`src/rtl/timebase_pkg.sv`:
```
// rtl/timebase_pkg.sv - shared types and constants for the timebase controller
package timebase_pkg;

  typedef enum logic [1:0] {
    LOAD        = 2'b00,
    START       = 2'b01,
    STOP        = 2'b10,
    TOGGLE_MODE = 2'b11
  } cfg_op_e;

  typedef enum logic {
    IDLE  = 1'b0,
    APPLY = 1'b1
  } ctrl_state_e;

  localparam int unsigned DEF_PERIOD_C = 32'd268435456;

  // Channel-select width; a single-channel build still carries one select bit.
  function automatic int ch_w(input int n);
    return (n > 1) ? $clog2(n) : 1;
  endfunction

endpackage

```
`src/rtl/timebase_if.sv`:
```
// rtl/timebase_if.sv - configuration command port of the timebase controller
interface timebase_if #(
  parameter int N_CH = 4,
  parameter int W    = 32
);
  import timebase_pkg::*;

  localparam int CH_W = ch_w(N_CH);

  logic            cfg_valid;
  logic            cfg_ready;
  cfg_op_e         cfg_op;
  logic [CH_W-1:0] cfg_ch;
  logic [W-1:0]    cfg_period;
  logic            cfg_oneshot;
  logic            cfg_err;

  modport master (
    output cfg_valid, cfg_op, cfg_ch, cfg_period, cfg_oneshot,
    input  cfg_ready, cfg_err
  );

  modport slave (
    input  cfg_valid, cfg_op, cfg_ch, cfg_period, cfg_oneshot,
    output cfg_ready, cfg_err
  );

endinterface

```
`src/rtl/timebase_channel.sv`:
```
// rtl/timebase_channel.sv - one programmable tick/clk_slow generator
module timebase_channel
  import timebase_pkg::*;
#(
  parameter int           W          = 32,
  parameter logic [W-1:0] DEF_PERIOD = W'(DEF_PERIOD_C),
  parameter bit           RST_RUN    = 1'b0
) (
  input  logic         clk,
  input  logic         rst_n,
  input  logic         ld,
  input  logic         start,
  input  logic         stop,
  input  logic         toggle,
  input  logic [W-1:0] ld_period,
  input  logic         ld_oneshot,
  output logic         tick,
  output logic         clk_slow,
  output logic         running
);

  logic [W-1:0] count_q;
  logic [W-1:0] period_q;
  logic         oneshot_q;
  logic         run_q;
  logic         slow_q;

  assign tick     = run_q && (count_q == period_q - W'(1));
  assign clk_slow = slow_q;
  assign running  = run_q;

  always_ff @(posedge clk) begin
    if (!rst_n) begin
      count_q   <= '0;
      period_q  <= DEF_PERIOD;
      oneshot_q <= 1'b0;
      run_q     <= RST_RUN;
      slow_q    <= 1'b0;
    end else begin
      if (run_q) begin
        if (tick) begin
          count_q <= '0;
          slow_q  <= ~slow_q;
          if (oneshot_q) run_q <= 1'b0;
        end else begin
          count_q <= count_q + W'(1);
        end
      end
      // Commands land after the counter update so their writes win on a tick edge.
      if (ld) begin
        period_q  <= ld_period;
        oneshot_q <= ld_oneshot;
        count_q   <= '0;
        slow_q    <= 1'b0;
        run_q     <= 1'b0;
      end else if (start) begin
        count_q <= '0;
        run_q   <= 1'b1;
      end else if (stop) begin
        run_q <= 1'b0;
      end else if (toggle) begin
        oneshot_q <= ~oneshot_q;
      end
    end
  end

endmodule

```
`src/rtl/timebase_ctrl.sv`:
```
// rtl/timebase_ctrl.sv - command FSM and channel array of the timebase controller
module timebase_ctrl
  import timebase_pkg::*;
#(
  parameter int              N_CH       = 4,
  parameter int              W          = 32,
  parameter logic [W-1:0]    DEF_PERIOD = W'(DEF_PERIOD_C),
  parameter logic [N_CH-1:0] RST_RUN    = N_CH'(1)
) (
  input  logic            clk,
  input  logic            rst_n,
  timebase_if.slave       cfg,
  output logic [N_CH-1:0] tick,
  output logic [N_CH-1:0] clk_slow,
  output logic [N_CH-1:0] running
);

  localparam int CH_W = ch_w(N_CH);

  ctrl_state_e     state;
  logic            ready_q;
  logic            err_q;
  cfg_op_e         cmd_op;
  logic [CH_W-1:0] cmd_ch;
  logic [W-1:0]    cmd_period;
  logic            cmd_oneshot;
  logic            cmd_bad;

  assign cfg.cfg_ready = ready_q;
  assign cfg.cfg_err   = err_q;

  assign cmd_bad = (32'(cfg.cfg_ch) >= 32'(N_CH)) ||
                   ((cfg.cfg_op == LOAD) && (cfg.cfg_period == '0));

  // err_q doubles as the reject flag for the command held in APPLY.
  always_ff @(posedge clk) begin
    if (!rst_n) begin
      state       <= IDLE;
      ready_q     <= 1'b1;
      err_q       <= 1'b0;
      cmd_op      <= LOAD;
      cmd_ch      <= '0;
      cmd_period  <= '0;
      cmd_oneshot <= 1'b0;
    end else begin
      case (state)
        IDLE: begin
          if (cfg.cfg_valid) begin
            cmd_op      <= cfg.cfg_op;
            cmd_ch      <= cfg.cfg_ch;
            cmd_period  <= cfg.cfg_period;
            cmd_oneshot <= cfg.cfg_oneshot;
            err_q       <= cmd_bad;
            ready_q     <= 1'b0;
            state       <= APPLY;
          end
        end
        APPLY: begin
          err_q   <= 1'b0;
          ready_q <= 1'b1;
          state   <= IDLE;
        end
        default: state <= IDLE;
      endcase
    end
  end

  for (genvar i = 0; i < N_CH; i++) begin : g_ch
    logic sel;

    assign sel = (state == APPLY) && !err_q && (cmd_ch == CH_W'(i));

    timebase_channel #(
      .W          (W),
      .DEF_PERIOD (DEF_PERIOD),
      .RST_RUN    (RST_RUN[i])
    ) u_ch (
      .clk        (clk),
      .rst_n      (rst_n),
      .ld         (sel && (cmd_op == LOAD)),
      .start      (sel && (cmd_op == START)),
      .stop       (sel && (cmd_op == STOP)),
      .toggle     (sel && (cmd_op == TOGGLE_MODE)),
      .ld_period  (cmd_period),
      .ld_oneshot (cmd_oneshot),
      .tick       (tick[i]),
      .clk_slow   (clk_slow[i]),
      .running    (running[i])
    );
  end

endmodule
```
`src/flat_wrapper.sv`:
```
// flat-port wrapper written by rule: the top's interface ports become plain ports
module timebase_ctrl_flat import timebase_pkg::*;
#(
  parameter int              N_CH       = 4,
  parameter int              W          = 32,
  parameter logic [W-1:0]    DEF_PERIOD = W'(DEF_PERIOD_C),
  parameter logic [N_CH-1:0] RST_RUN    = N_CH'(1)
)
  (clk, rst_n, tick, clk_slow, running, cfg_cfg_valid, cfg_cfg_op, cfg_cfg_ch, cfg_cfg_period, cfg_cfg_oneshot, cfg_cfg_ready, cfg_cfg_err);
  timebase_if #(.N_CH(N_CH), .W(W)) cfg_i ();
  input  logic clk;
  input  logic rst_n;
  output logic [N_CH-1:0] tick;
  output logic [N_CH-1:0] clk_slow;
  output logic [N_CH-1:0] running;
  input wire logic [$bits(cfg_i.cfg_valid)-1:0] cfg_cfg_valid;
  input wire logic [$bits(cfg_i.cfg_op)-1:0] cfg_cfg_op;
  input wire logic [$bits(cfg_i.cfg_ch)-1:0] cfg_cfg_ch;
  input wire logic [$bits(cfg_i.cfg_period)-1:0] cfg_cfg_period;
  input wire logic [$bits(cfg_i.cfg_oneshot)-1:0] cfg_cfg_oneshot;
  output wire logic [$bits(cfg_i.cfg_ready)-1:0] cfg_cfg_ready;
  output wire logic [$bits(cfg_i.cfg_err)-1:0] cfg_cfg_err;
  assign cfg_i.cfg_valid = cfg_cfg_valid;
  assign cfg_i.cfg_op = cfg_cfg_op;
  assign cfg_i.cfg_ch = cfg_cfg_ch;
  assign cfg_i.cfg_period = cfg_cfg_period;
  assign cfg_i.cfg_oneshot = cfg_cfg_oneshot;
  assign cfg_cfg_ready = cfg_i.cfg_ready;
  assign cfg_cfg_err = cfg_i.cfg_err;
  timebase_ctrl #(.N_CH(N_CH), .W(W), .DEF_PERIOD(DEF_PERIOD), .RST_RUN(RST_RUN)) u_core (.clk(clk), .rst_n(rst_n), .cfg(cfg_i), .tick(tick), .clk_slow(clk_slow), .running(running));
endmodule
```
`config.mk`:
```
export PLATFORM = sky130hd
export DESIGN_NAME = timebase_ctrl_flat
export DESIGN_NICKNAME = d
export VERILOG_FILES = /design/src/rtl/timebase_pkg.sv /design/src/rtl/timebase_if.sv /design/src/rtl/timebase_channel.sv /design/src/rtl/timebase_ctrl.sv /design/src/flat_wrapper.sv
export SDC_FILE = /design/constraint.sdc
export NUM_CORES = 1
export LEC_CHECK = 0
export CAP_MARGIN = 10
export CELL_PAD_IN_SITES_DETAIL_PLACEMENT = 0
export CELL_PAD_IN_SITES_GLOBAL_PLACEMENT = 1
export CORE_UTILIZATION = 42
export CTS_CLUSTER_DIAMETER = 200
export DETAILED_ROUTE_END_ITERATION = 6
export GPL_TIMING_DRIVEN = 0
export PLACE_DENSITY = 0.88
export SYNTH_ARGS = -nofsm -noshare
export SYNTH_HDL_FRONTEND = slang
export SYNTH_SLANG_ARGS = --single-unit
```
`constraint.sdc`:
```
create_clock -name clk -period 3.2 [get_ports clk]
set_input_delay 0.32 -clock clk [delete_from_list [all_inputs] [get_ports clk]]
set_output_delay 0.32 -clock clk [all_outputs]
set_load 0.03 [all_outputs]
```
==> out/results.ini <==
[yosys]
synth_area_leaders=dfxtp_1 36%, nand2_1 9.6%, xnor2_1 7.3%
yosysTopAreaCellShare_pct=35.9
seq_area_frac_synth_pct=35.9
synth_fp_nets=2289
synth_area_mm2=0.0172
synth_seq_cells=308
netlist_instances=2241
synth_edf_count=0
ys_types=76
synth_most_common_cell=nand2_1
yosys_warnings=0
ys.flop_type=dfxtp_1
yosysTopAreaCell=dfxtp_1
synthArstFlopShare_pct=0
syn_area_per_cell_um2=7.66
ys_top_cells_by_count=439 x nand2_1, 308 x dfxtp_1, 162 x nor2_1, 143 x xnor2_1, 141 x a21oi_1

[setup_path]
cp-end-kind=output port
path_cells=or4_4, or4_4, buf_6, nor3_4, xnor2_2, or4_1, or4_4, nor2_4, buf_6
critical_path.top_delay_family=simple AND/OR/NAND/NOR gates
cp_num_buf_inv=2
crit_path_max_fanout=4
slowest_delay_ps=580
worstPathRequired_ps=2880
slowest_stage=or4_4
start_kind=flop
cp_common_cell=or4_4
crit_type=flop to output port
cp.arrival_ps=3770

[die]
core_area_mm2=0.0400
die_w_um=204
ios=54
num_rows=73
initial_core_util_pct=42.9
die-area_mm2=0.0417
die_h_um=204

[outcome]
status=complete, but fails checks
violations=setup timing

[drt]
wl_per_cell_um=18.3
drt_iter0_drc=1399
vias=16800
drc=0
first_pass_iters=5
drt_wl_total_mm=53.7
viasPerCell=5.70
ant_nets=0

[power]
p_per_area_mw_per_mm2=411
p_leak_uw=0.00771
ir_drop_mv=0.336

[placement]
dpl_cell_area_mm2=0.0185
dp_cells=2819
dp_hpwl_mm=37.3
gp_congestion=0.900
port-buffer-count=52

[global_route]
overflow=0
grt_pass1_wl_mm=83.7
grtUsageTotal_pct=25.1
grt_pass1_vias=15800
grt_max_degree=14
antenna_found_initial=0

[clock_tree]
insertion_delay_ps=530
cts_tree=done
clk_pin_slew_ps=60
ctsHtreeMaxLevel=2
postCtsHoldBufs=0
cts.sinks=308
cts_inserted_buffers=35
cts_root_buf=clkbuf_16
cts_buffer_depth=3

[sta]
period_minus_slack_ps=4090
finalCritPeriodShare_pct=128
rsz0062_at_grt=yes
hold_viol_final=0
tns_ps=-29430
timing.fmax_mhz=244
slew_violations=0
worst_clock_skew_ps=15.2
slew_headroom_pct=31.9
layout_setup_ws_ps=-892
setup_viol_count_final=103
timing.hold.ws_ps=376
worst_pin_slew_ps=1020

[finish]
finish.utilization_pct=54.2
layout-drive-gt1-share_pct=15.9
syn_to_final_growth_pct=26.3
final_nets=2443
final_cells=2940
diodes=0
stdcell_area_mm2=0.0217

[run]
maxCapViolCount=0

[min_path]
hold_path.class=input pin to flop

[power breakdown]
group          internal (µW)  switching [µW]  total, µW
clock network           2510            1610       4120
logic                    338             473        811
registers               3880             114       3990
total                   6720            2190       8920
[sequential cells by signal, summed over array words and instances, names as in the netlist]
name	count
u_core.cmd_op	2
u_core.cmd_oneshot	1
u_core.cfg.cfg_ready	1
u_core.state	1
u_core.g_ch.u_ch.oneshot_q	4
u_core.cfg.cfg_err	1
u_core.cmd_ch	2
u_core.g_ch.u_ch.period_q	128
u_core.cmd_period	32
u_core.g_ch.u_ch.running	4
u_core.g_ch.u_ch.count_q	128
u_core.g_ch.u_ch.clk_slow	4
[final timing paths]
check                                                       from                               end  slack (ps)  depth (start not counted)
worst min register to register  u_core.g_ch[1].u_ch.period_q[14]  u_core.g_ch[1].u_ch.period_q[14]         490                          2
worst max register to register  u_core.g_ch[3].u_ch.period_q[14]   u_core.g_ch[3].u_ch.count_q[26]        -640                         11
worst max-delay path            u_core.g_ch[3].u_ch.period_q[14]                           tick[3]        -890                          9
worst min-delay path                          cfg_cfg_period[30]             u_core.cmd_period[30]         380                          3
[cells by family (layout without fill, tap and decap cells)]
logic type	Yosys count	in the layout	share of synthesized area, %
adder cells (fa/ha/maj)	8	8	0.583
buffers and inverters	176	350	4.16
AO/OA/AOI/OAI	365	365	13.7
multiplexers	8	8	0.467
AND/OR/NAND/NOR	1100	1100	31.0
XOR/XNOR	276	276	14.1
flip-flops	308	308	35.9
[metal layers]
metal / share of wire (%) / global-route usage, % / vias to the layer above
li1: - / - / 8147
met2: 47 / 42.4 / 508
met5: 0 / 0 / -
met1: 43 / 31.7 / 7972
met3: 5.4 / 3.40 / 131
met4: 4.3 / 11.3 / 0
[worst register-to-register path: cells and delay by family, from the launching register on]
family          cells  cell delay, ps
flops               1             340
buf+inv             3             550
compound gates      1             260
xor+xnor            1              90
simple gates        6            2480
[layout make-up]
class / count / area [µm²]
clock buffer: 47 / 1000
sequential: 308 / 6220
multi-input combinational: 1757 / 11600
buffer: 116 / 626
timing repair buffer: 139 / 1290
tap: 525 / 657
clock inverter: 10 / 155
fill: 3667 / 18300
inverter: 38 / 145
[timing repair]
item / in CTS / in global routing
setup buffers: 44 / 37
pin swaps: 73 / 59
cloned: 5 / 2
endpoints found under the setup margin: 140 / 139
gates resized for setup: 200 / 125
[cells in the final DEF, fill, tap and decap left out, drive strengths merged, types with 15 or more instances in the layout]
master / count
nand4: 49
a21oi: 141
buf: 115
xnor2: 143
nand3: 64
dfxtp: 308
or3: 29
inv: 37
clkdlybuf4s50: 48
clkbuf: 139
nand2: 439
xor2: 133
nor2b: 15
and3: 30
a21boi: 55
a31oi: 24
or4: 35
nor4: 63
nor2: 162
o21ai: 40
nor3: 119
nand2b: 23
[per-stage QoR]
| stage | worst slack, ps | power [µW] |
|---|---|---|
| final | -892 | 8920 |
| after CTS | -952 | 8890 |
| after floorplan | -223 | 4430 |
| after global routing | -960 | 9190 |
| after detailed placement | -1310 | 4690 |
| after global placement | -1310 | 4680 |
Note: power is estimated with default switching activity, not from simulation.
